`src/rtl/gcd_share_arbiter.sv`:
```
// Round-robin arbiter sharing one GCD engine among N requesters.
// Latches the winner's operands, pulses eng_start, captures eng_gcd and
// returns it with a one-cycle resp_valid strobe to the granted requester.
// Optional build macro GCD_ARB_TIMEOUT_EN adds a BUSY watchdog, the resp_err
// output and an ABORT state that swallows the late engine result.
module gcd_share_arbiter #(
  parameter int unsigned N              = 4,
  parameter int unsigned IDW            = 2,
  parameter int unsigned TIMEOUT_CYCLES = 70000
) (
  input  logic            clk,
  input  logic            rst,
  input  logic [N-1:0]    req,
  input  logic [16*N-1:0] req_a,
  input  logic [16*N-1:0] req_b,
  output logic [N-1:0]    resp_valid,
  output logic [15:0]     resp_gcd,
`ifdef GCD_ARB_TIMEOUT_EN
  output logic            resp_err,
`endif
  output logic            busy,
  output logic [IDW-1:0]  grant_id,
  output logic            eng_start,
  output logic [15:0]     eng_a,
  output logic [15:0]     eng_b,
  input  logic            eng_done,
  input  logic [15:0]     eng_gcd
);

  // Elaboration-time parameter sanity checks
  if (N < 2 || N > 8) begin : g_bad_n
    $error("gcd_share_arbiter: N must be 2..8");
  end
  if ((1 << IDW) < N) begin : g_bad_idw
    $error("gcd_share_arbiter: IDW too narrow for N");
  end
  if (TIMEOUT_CYCLES == 0 || TIMEOUT_CYCLES >= (1 << 17)) begin : g_bad_to
    $error("gcd_share_arbiter: TIMEOUT_CYCLES must fit the 17-bit watchdog");
  end

  typedef enum logic [2:0] {StIdle, StStart, StBusy, StResp, StDrain, StAbort} state_e;

  state_e         state_q, state_d;
  logic [IDW-1:0] ptr_q, ptr_d;
  logic [IDW-1:0] grant_q, grant_d;
  logic [15:0]    a_q, a_d, b_q, b_d;
  logic [15:0]    gcd_q, gcd_d;
`ifdef GCD_ARB_TIMEOUT_EN
  logic [16:0]    wdog_q, wdog_d;
  logic           err_q, err_d;
`endif

  logic        found;
  int unsigned win_idx;

  // Round-robin search: first set req bit at or above the pointer, wrapping
  always_comb begin
    found   = 1'b0;
    win_idx = 0;
    for (int unsigned k = 0; k < N; k++) begin
      if (!found && req[(32'(ptr_q) + k) % N]) begin
        found   = 1'b1;
        win_idx = (32'(ptr_q) + k) % N;
      end
    end
  end

  // Next-state and datapath register updates
  always_comb begin
    state_d = state_q;
    ptr_d   = ptr_q;
    grant_d = grant_q;
    a_d     = a_q;
    b_d     = b_q;
    gcd_d   = gcd_q;
`ifdef GCD_ARB_TIMEOUT_EN
    wdog_d  = wdog_q;
    err_d   = err_q;
`endif
    unique case (state_q)
      StIdle: begin
        // A done still high from an earlier job must not overlap a new start
        if (found && !eng_done) begin
          a_d     = req_a[16*win_idx +: 16];
          b_d     = req_b[16*win_idx +: 16];
          grant_d = IDW'(win_idx);
          ptr_d   = IDW'((win_idx + 1) % N);
          state_d = StStart;
        end
      end
      StStart: begin
`ifdef GCD_ARB_TIMEOUT_EN
        wdog_d = '0;
`endif
        state_d = StBusy;
      end
      StBusy: begin
        if (eng_done) begin
          gcd_d   = eng_gcd;
`ifdef GCD_ARB_TIMEOUT_EN
          err_d   = 1'b0;
`endif
          state_d = StResp;
`ifdef GCD_ARB_TIMEOUT_EN
        end else if (wdog_q == 17'(TIMEOUT_CYCLES - 1)) begin
          gcd_d   = '0;
          err_d   = 1'b1;
          state_d = StResp;
        end else begin
          wdog_d = wdog_q + 17'd1;
`endif
        end
      end
      StResp: begin
`ifdef GCD_ARB_TIMEOUT_EN
        state_d = err_q ? StAbort : StDrain;
`else
        state_d = StDrain;
`endif
      end
      StAbort: begin
        // Late result from the engine is discarded
        if (eng_done) state_d = StDrain;
      end
      StDrain: begin
        if (!eng_done) state_d = StIdle;
      end
      default: state_d = StIdle;
    endcase
  end

  // State and datapath registers, asynchronous reset
  always_ff @(posedge clk or posedge rst) begin
    if (rst) begin
      state_q <= StIdle;
      ptr_q   <= '0;
      grant_q <= '0;
      a_q     <= '0;
      b_q     <= '0;
      gcd_q   <= '0;
`ifdef GCD_ARB_TIMEOUT_EN
      wdog_q  <= '0;
      err_q   <= 1'b0;
`endif
    end else begin
      state_q <= state_d;
      ptr_q   <= ptr_d;
      grant_q <= grant_d;
      a_q     <= a_d;
      b_q     <= b_d;
      gcd_q   <= gcd_d;
`ifdef GCD_ARB_TIMEOUT_EN
      wdog_q  <= wdog_d;
      err_q   <= err_d;
`endif
    end
  end

  // Response strobe decoded from state and grant
  always_comb begin
    resp_valid = '0;
    if (state_q == StResp) resp_valid[grant_q] = 1'b1;
  end

  assign resp_gcd  = gcd_q;
  assign busy      = (state_q != StIdle);
  assign grant_id  = grant_q;
  assign eng_start = (state_q == StStart);
  assign eng_a     = a_q;
  assign eng_b     = b_q;
`ifdef GCD_ARB_TIMEOUT_EN
  assign resp_err  = err_q && (state_q == StResp);
`endif

endmodule

```
`config.mk`:
```
export PLATFORM = sky130hd
export DESIGN_NAME = gcd_share_arbiter
export DESIGN_NICKNAME = d
export VERILOG_FILES = /design/src/rtl/gcd_share_arbiter.sv
export SDC_FILE = /design/constraint.sdc
export NUM_CORES = 1
export LEC_CHECK = 0
export ABC_AREA = 1
export CAP_MARGIN = 25
export CORE_ASPECT_RATIO = 0.8
export CORE_MARGIN = 3
export CORE_UTILIZATION = 45
export CTS_BUF_LIST = sky130_fd_sc_hd__clkbuf_16
export CTS_CLUSTER_DIAMETER = 60
export DETAILED_ROUTE_END_ITERATION = 8
export DONT_BUFFER_PORTS = 1
export GPL_TIMING_DRIVEN = 0
export PLACE_DENSITY = 0.62
export SLEW_MARGIN = 20
export SYNTH_ARGS = -nofsm -noshare
export SYNTH_HDL_FRONTEND = slang
export SYNTH_SLANG_ARGS = --single-unit
```
`constraint.sdc`:
```
create_clock -name clk -period 2.3 [get_ports clk]
set_input_delay 0.115 -clock clk [delete_from_list [all_inputs] [get_ports clk]]
set_output_delay 0.115 -clock clk [all_outputs]
set_load 0.02 [all_outputs]
```
==> results of run 1 <==
-- worst paths after layout --
kind	start	end	slack, ns	cells past startpoint
max	ptr_q[0]	eng_a[15]	0.22	15
max reg2reg	ptr_q[0]	eng_a[15]	0.22	15
min reg2reg	state_q[2]	state_q[1]	0.54	1
min	eng_done	state_q[2]	0.08	3
max in group asynchronous	rst	eng_b[9]	1.44	2
min in group asynchronous	rst	resp_gcd[7]	0.41	2
-- area by class of cell --
cell class                 instances  area, µm²  share of cell area (%)
buffer                            36        269                    5.92
clock buffer                       5        125                    2.75
clock inverter                     3       33.8                   0.743
inverter                          82        310                    6.83
multi-input combinational        453       2110                    46.4
sequential                        55       1380                    30.3
tap                              112        140                    3.08
timing repair buffer              18        180                    3.96
-- power groups by stage --
stage / combinational [mW] / clock (mW) / sequential (mW)
2_1_floorplan: 4.70 / 0 / 2.21
3_3_place_gp: 5.79 / 0 / 2.34
3_5_place_dp: 5.92 / 0 / 2.34
4_1_cts: 5.96 / 0.829 / 2.33
5_1_grt: 6.75 / 0.869 / 2.38
6_report: 5.97 / 0.810 / 2.32
-- per-stage QoR --
| stage | cell area (µm²) | util, % | power [mW] |
|---|---|---|---|
| 6_report | 4550 | 52.7 | 9.10 |
| 5_1_grt | 4550 | 52.7 | 10.0 |
| 3_5_place_dp | 4210 | 48.7 | 8.26 |
| 3_3_place_gp | 4200 | 48.7 | 8.13 |
| 2_1_floorplan | 4060 | - | 6.91 |
| 4_1_cts | 4540 | 52.6 | 9.12 |
-- worst min-delay path, cell delays in order --
cell	delay, ns
nand3b_1	0.07
o211ai_2	0.09
a21oi_1	0.07
-- repair_timing --
item / CTS / global route
hold buffers: 18 / 0
hold endpoints to repair: 72 / 0
resized for setup: 0 / 2
setup endpoints to repair: 0 / 8
buffers inserted: 0 / 0
-- synthesized netlist by cell type, types with 3 or more instances --
library cell  number
clkbuf_1           6
inv_2              5
buf_6             10
mux2_2            16
inv_1             77
nand2_2           21
nand3_2            3
nor2_1             8
nand3_1          103
dfrtp_1           55
a21oi_1            3
buf_4              7
buf_2             12
nand2_1          280
nor3_1             4
-- sequential cells by signal (all words and copies together) (netlist names) --
register,count
eng_a,16
eng_b,16
resp_gcd,16
state_q,3
grant_id,2
ptr_q,2
-- layer usage --
metal / wire, µm / part of all wire [%] / vias to the layer above
met5: 0 / 0 / -
met4: 127 / 1.0 / 0
met3: 1140 / 9.5 / 14
met2: 5860 / 48 / 173
met1: 4970 / 41 / 1863
li1: - / - / 1966
-- logic make-up after synthesis --
kind of cell / after synthesis
and+or+nand+nor: 425
buffers and inverters: 118
DFF: 55
muxes: 16
AOI/OAI and AO/OA: 12
==> metrics.md, run 1 <==
| Metric | Value |
|---|---|
| Status | finished, final reports clean |
| RSZ-0062 raised after global routing | false |
| Final setup fails | 0 |
| GR Layer Usage met1 | 29.8% |
| Final hold violation count | 0 |
| Synth Area in Simple Gates | 45.6% |
| IR drop worst, VDD | 0.966 mV |
| Setup TNS Final | 0 ns |
| CP delay by family, top | simple AND/OR/NAND/NOR gates |
| Synth warnings | 0 |
| Largest net degree at the start of global routing | 56 |
| Worst path most repeated cell | nand2_1 |
| Vias in the first global route | 3901 |
| Post-synthesis compound-gate area fraction | 1.94% |
| Final cell count without fillers | 764 |
| I/O Pins | 207 |
| Logic pwr share | 65.6% |
| Crit-path max cell delay | 0.40 ns |
| Vias/cell | 5.26 |
| Worst Tran Pin Value | 0.689 ns |
| Initial Utilization | 47.1% |
| CP cell instances | inv_2, buf_6, nand2_2, nand3_2, nand2_2, nor2_8, nand3_1, nand3_1, nand2_2, inv_2, buf_2, nand2_1, nand2_1, nand2_1, nand2_1 |
| Clock Tree Buf Depth | 2 |
| GRT met3 Usage | 6.66% |
| CTS tree | done |
| Most frequent cells in the layout | 280 x nand2_1, 103 x nand3_1, 76 x inv_1, 55 x dfrtp_1, 21 x nand2_2 |
| Worst Clk Skew | 0.00757 ns |
| # diodes | 0 |
| Seq cells post-synth | 55 |
| Max-cap violations | 0 |
| Seq/Total Area, Yosys | 33.9% |
| Fillers | 859 |
| Synth Area in Adders | 0% |
| Synthesized area | 4060 µm² |
| Yosys top cell by area | dfrtp_1 |
| Post-DP HPWL | 9270 µm |
| WL final | 12100 µm |
| FFs w/ async S/R, synth | 100% |
| CP Max Fanout | 10 |
| Initial drt markers | 256 |
| Wire per inst | 15.8 µm |
| Cell count after placement | 738 |
| Worst Setup Start Kind | flop |
| Sequential power share | 25.5% |
| Number of nets with antenna violations after routing | 0 |
| DRT Pass-1 Iters | 5 |
| Gr busiest metal | met2 |
| Tcrit/Tclk final | 90.4% |
| Final worst hold slack | 0.0850 ns |
| Worst-skew pair later-pin latency | 0.30 ns |
| Critical path endpoint category | flop |
| Most common cell after layout, fill and taps aside | nand2_1 |
| Layout cell share with drive strength beyond 1 | 14.0% |
| Clock root cell | clkbuf_16 |
| Die area | 10200 µm² |
| CP bufs+invs | 4 |
| Part of the power in the clock network | 8.9% |
| H-tree depth | 2 |
| Global route total overflow | 0 |
| Synth Area per Inst | 6.49 µm² |
| Die Span Y | 91.0 µm |
| Share of the synthesized area in the top cell type | 33.9% |
| Placement Setup Slack | 0.201 ns |
| NumNets Final | 802 |
| Setup ws final | 0.221 ns |
| Pwr dens | 2000 nW/µm² |
| XOR/XNOR Fraction of Synth Area | 0% |
| Number of buffers created by CTS | 5 |
| Area grow syn2layout | 11.9% |
| Main synth FF type | dfrtp_1 |
| First-pass GRT wire length | 19500 µm |
| Critical path class | flop to flop |
| Slowest-stage cell, CP | dfrtp_1 |
| Reg clk slew, reported paths | 0.08 ns |
| Worst hold path class | input pin to flop |
| EDFF count, synth | 0 |
| Max_slew headroom | 53.7% |
| Antenna violations before repair | 0 |
| Data arrival time of the critical path | 2.32 ns |
| Std-Cell Rows | 30 |
| Mapped Cells | 626 |
| Remaining DRCs | 0 |
| GP Congestion | 0.914 |
| Library cells used by synthesis | 27 |
| Met2 global-route usage | 39.1% |
| Fmax | 0.481 GHz |
| Switching share of power | 55.2% |
| Leading post-synthesis cells by cell area | dfrtp_1 34%, nand2_1 26%, nand3_1 13% |
| Fraction of synthesized area in multiplexers | 4.43% |
| WP data required | 2.54 ns |
| Die Wd | 112 µm |
| Switch Pwr | 5.03 mW |
| Synthesized net count | 777 |
| Total track usage | 23.2% |
| LEAKAGE | 2.65 nW |
| Port Buf Inserts | 0 |
| Post-layout minimum cycle time | 2.08 ns |
| Pint | 4.07 mW |
| Via Count | 4016 |
| Max-slew violations | 0 |
| Core region area | 8630 µm² |
| CTS Sinks | 55 |
| Combinational family with the most area after synthesis | simple AND/OR/NAND/NOR gates |
Note: power is estimated with default switching activity, not from simulation.
==> run 2, diff against run 1 <==
--- a/config.mk
+++ b/config.mk
@@ -7,15 +7,18 @@
 export LEC_CHECK = 0
 export ABC_AREA = 1
 export CAP_MARGIN = 25
+export CELL_PAD_IN_SITES_DETAIL_PLACEMENT = 1
+export CELL_PAD_IN_SITES_GLOBAL_PLACEMENT = 1
 export CORE_ASPECT_RATIO = 0.8
 export CORE_MARGIN = 3
-export CORE_UTILIZATION = 45
+export CORE_UTILIZATION = 43
 export CTS_BUF_LIST = sky130_fd_sc_hd__clkbuf_16
 export CTS_CLUSTER_DIAMETER = 60
 export DETAILED_ROUTE_END_ITERATION = 8
 export DONT_BUFFER_PORTS = 1
 export GPL_TIMING_DRIVEN = 0
-export PLACE_DENSITY = 0.62
+export PLACE_DENSITY = 0.83
+export SETUP_SLACK_MARGIN = 0.2
 export SLEW_MARGIN = 20
 export SYNTH_ARGS = -nofsm -noshare
 export SYNTH_HDL_FRONTEND = slang
==> metrics.md, run 2 (synthesis results as in run 1) <==
| Metric | Value |
|---|---|
| Fmax | 0.486 GHz (+1.1%) |
| Setup crit end | state_q[2] |
| Clock root cell | clkbuf_16 |
| CTS tree | done |
| Max-slew violations | 0 (unchanged) |
| IR drop worst, VDD | 0.882 mV (-8.7%) |
| Worst path most repeated cell | buf_8 |
| Remaining DRCs | 0 (unchanged) |
| Worst Clk Skew | 0.0129 ns (+0.00538 ns) |
| Area grow syn2layout | 24.3% |
| Number of nets with antenna violations after routing | 0 (unchanged) |
| Met2 global-route usage | 48.1% (+8.9 points) |
| Antenna violations before repair | 1 (+1) |
| Final hold violation count | 0 (unchanged) |
| Die area | 10700 µm² (+4.4%) |
| DRT Pass-1 Iters | 4 (-1) |
| CP Max Fanout | 10 (unchanged) |
| GP Congestion | 0.857 (-6.3%) |
| Post-DP HPWL | 10000 µm (+8.2%) |
| Initial Utilization | 44.6% (-2.5 points) |
| Worst Setup Start Kind | flop |
| Reg-to-reg startpoint | ptr_q[0] |
| Via Count | 4280 (+6.6%) |
| Gr busiest metal | met2 |
| Die Wd | 115 µm (+2.2%) |
| Data arrival time of the critical path | 2.29 ns (-0.03 ns) |
| Total track usage | 27.6% (+4.4 points) |
| Setup TNS Final | 0 ns (unchanged) |
| Core region area | 9110 µm² (+5.6%) |
| Layout cell share with drive strength beyond 1 | 19.6% (+5.6 points) |
| Most common cell after layout, fill and taps aside | nand2_1 |
| Initial drt markers | 184 (-28%) |
| Crit-path max cell delay | 0.38 ns (-0.02 ns) |
| Clock Tree Buf Depth | 2 (unchanged) |
| Worst Tran Pin Value | 0.726 ns (+0.0372 ns) |
| Vias in the first global route | 4576 (+17%) |
| LEAKAGE | 2.87 nW (+8.2%) |
| Slowest-stage cell, CP | dfrtp_1 |
| Post-route cell area | 5050 µm² (+11%) |
| Post-layout minimum cycle time | 2.06 ns (-0.0227 ns) |
| Wire per inst | 20.1 µm (+27%) |
| H-tree depth | 2 (unchanged) |
| R2R Path End | state_q[2] |
| Crit path launch | ptr_q[0] |
| GR Layer Usage met1 | 32.3% (+2.5 points) |
| I/O Pins | 207 (unchanged) |
| WL final | 15800 µm (+30%) |
| Worst hold path class | input pin to flop |
| CTS Sinks | 55 (unchanged) |
| R2R Setup Slk | 0.24 ns (+0.02 ns) |
| Critical path endpoint category | flop |
| WP data required | 2.53 ns (about the same) |
| CP cell instances | inv_2, buf_8, nand2_2, nand2_4, buf_4, o21ai_2, nand3_4, buf_8, buf_8, o211ai_4, nor2_2, a21oi_2 |
| Die Span Y | 92.9 µm (+2.1%) |
| Number of buffers created by CTS | 5 (unchanged) |
| First-pass GRT wire length | 23000 µm (+18%) |
| Worst-skew pair later-pin latency | 0.31 ns (about the same) |
| Std-Cell Rows | 31 (+3.3%) |
| Placed inst area | 4210 µm² (about the same) |
| Pwr dens | 2220 nW/µm² (+11%) |
| Global route total overflow | 0 (unchanged) |
| Port Buf Inserts | 0 (unchanged) |
| Critical path class | flop to flop |
| Tcrit/Tclk final | 89.4% (-0.99 points) |
| NumNets Final | 820 (+2.2%) |
| Status | finished, final reports clean |
| Max-cap violations | 0 (unchanged) |
| RSZ-0062 raised after global routing | true |
| Vias/cell | 5.45 (+3.6%) |
| Final setup fails | 0 (unchanged) |
| Largest net degree at the start of global routing | 56 (unchanged) |
| Reg clk slew, reported paths | 0.08 ns (about the same) |
| GRT met3 Usage | 7.58% (+0.91 points) |
| Min-Delay Path Depth | 6 (+3) |
| Most frequent cells in the layout | 270 x nand2_1, 100 x nand3_1, 75 x inv_1, 54 x dfrtp_1, 24 x nand2_2 |
| Reg2reg path depth | 12 (-3) |
| Max_slew headroom | 51.6% (-2.1 points) |
==> run 2: cell types whose count changed in the layout (fill, tap and decap cells not counted), sizes merged <==
cell / previous run / this run
buf: 30 / 34
diode: 0 / 1
clkbuf: 11 / 25
==> run 2: per-layer routing <==
layer	up-vias	share of wire, %
li1	2011	-
met2	198	50
met3	33	8.5
met5	-	0
met4	0	2.3
met1	2038	39
==> run 2: area by class of cell <==
class,count,area (µm²)
inverter,82,315
fill,1184,4070
buffer,36,402
sequential,55,1380
timing repair buffer,36,438
multi-input combinational,453,2210
clock buffer,5,125
clock inverter,3,33.8
antenna,1,2.50
tap,115,144
==> run 2: worst max-delay path, delay by kind of cell, from the launching register on <==
family	cells	cell delay (ns)
AO/OA/AOI/OAI	3	0.56
flip-flops	1	0.38
AND/OR/NAND/NOR	4	0.37
buffers and inverters	5	0.66
==> run 2: timing repair <==
action	CTS	global route
setup endpoints to repair	2	37
pin swaps	0	4
gates resized for setup	2	75
hold endpoints to repair	72	0
hold buffers	18	0
buffers inserted	0	11
gates cloned	0	7
==> run 2: how the worst min path moves through the flow <==
stage,from,end,slack [ns]
5_1_grt,req_a[38],eng_a[6],0.12
6_report,req_a[41],eng_a[9],0.09
3_3_place_gp,eng_done,state_q[0],0.23
3_5_place_dp,rst,resp_gcd[8],0.16
2_1_floorplan,eng_done,state_q[0],0.22
4_1_cts,req_a[41],eng_a[9],0.1
==> run 2: report_power, final <==
part	total [mW]	switching (mW)	internal, mW
registers	2.37	0.930	1.44
logic	7.99	4.51	3.48
clock network	0.858	0.436	0.422
total	11.2	5.88	5.34
==> run 2: stage by stage <==
stage                     hold slack [ns]  setup WS (ns)  cells  power (mW)  utilization [%]
final                              0.0935          0.244    786        11.2             55.4
after global routing                0.117          0.132    786        12.1             55.4
after CTS                          0.0971          0.203    767        9.36             50.0
after detailed placement            0.160          0.222    741        8.43             46.2
after global placement              0.231          0.194    741        8.17             46.1
after floorplan                     0.224          0.583    626        6.91                -
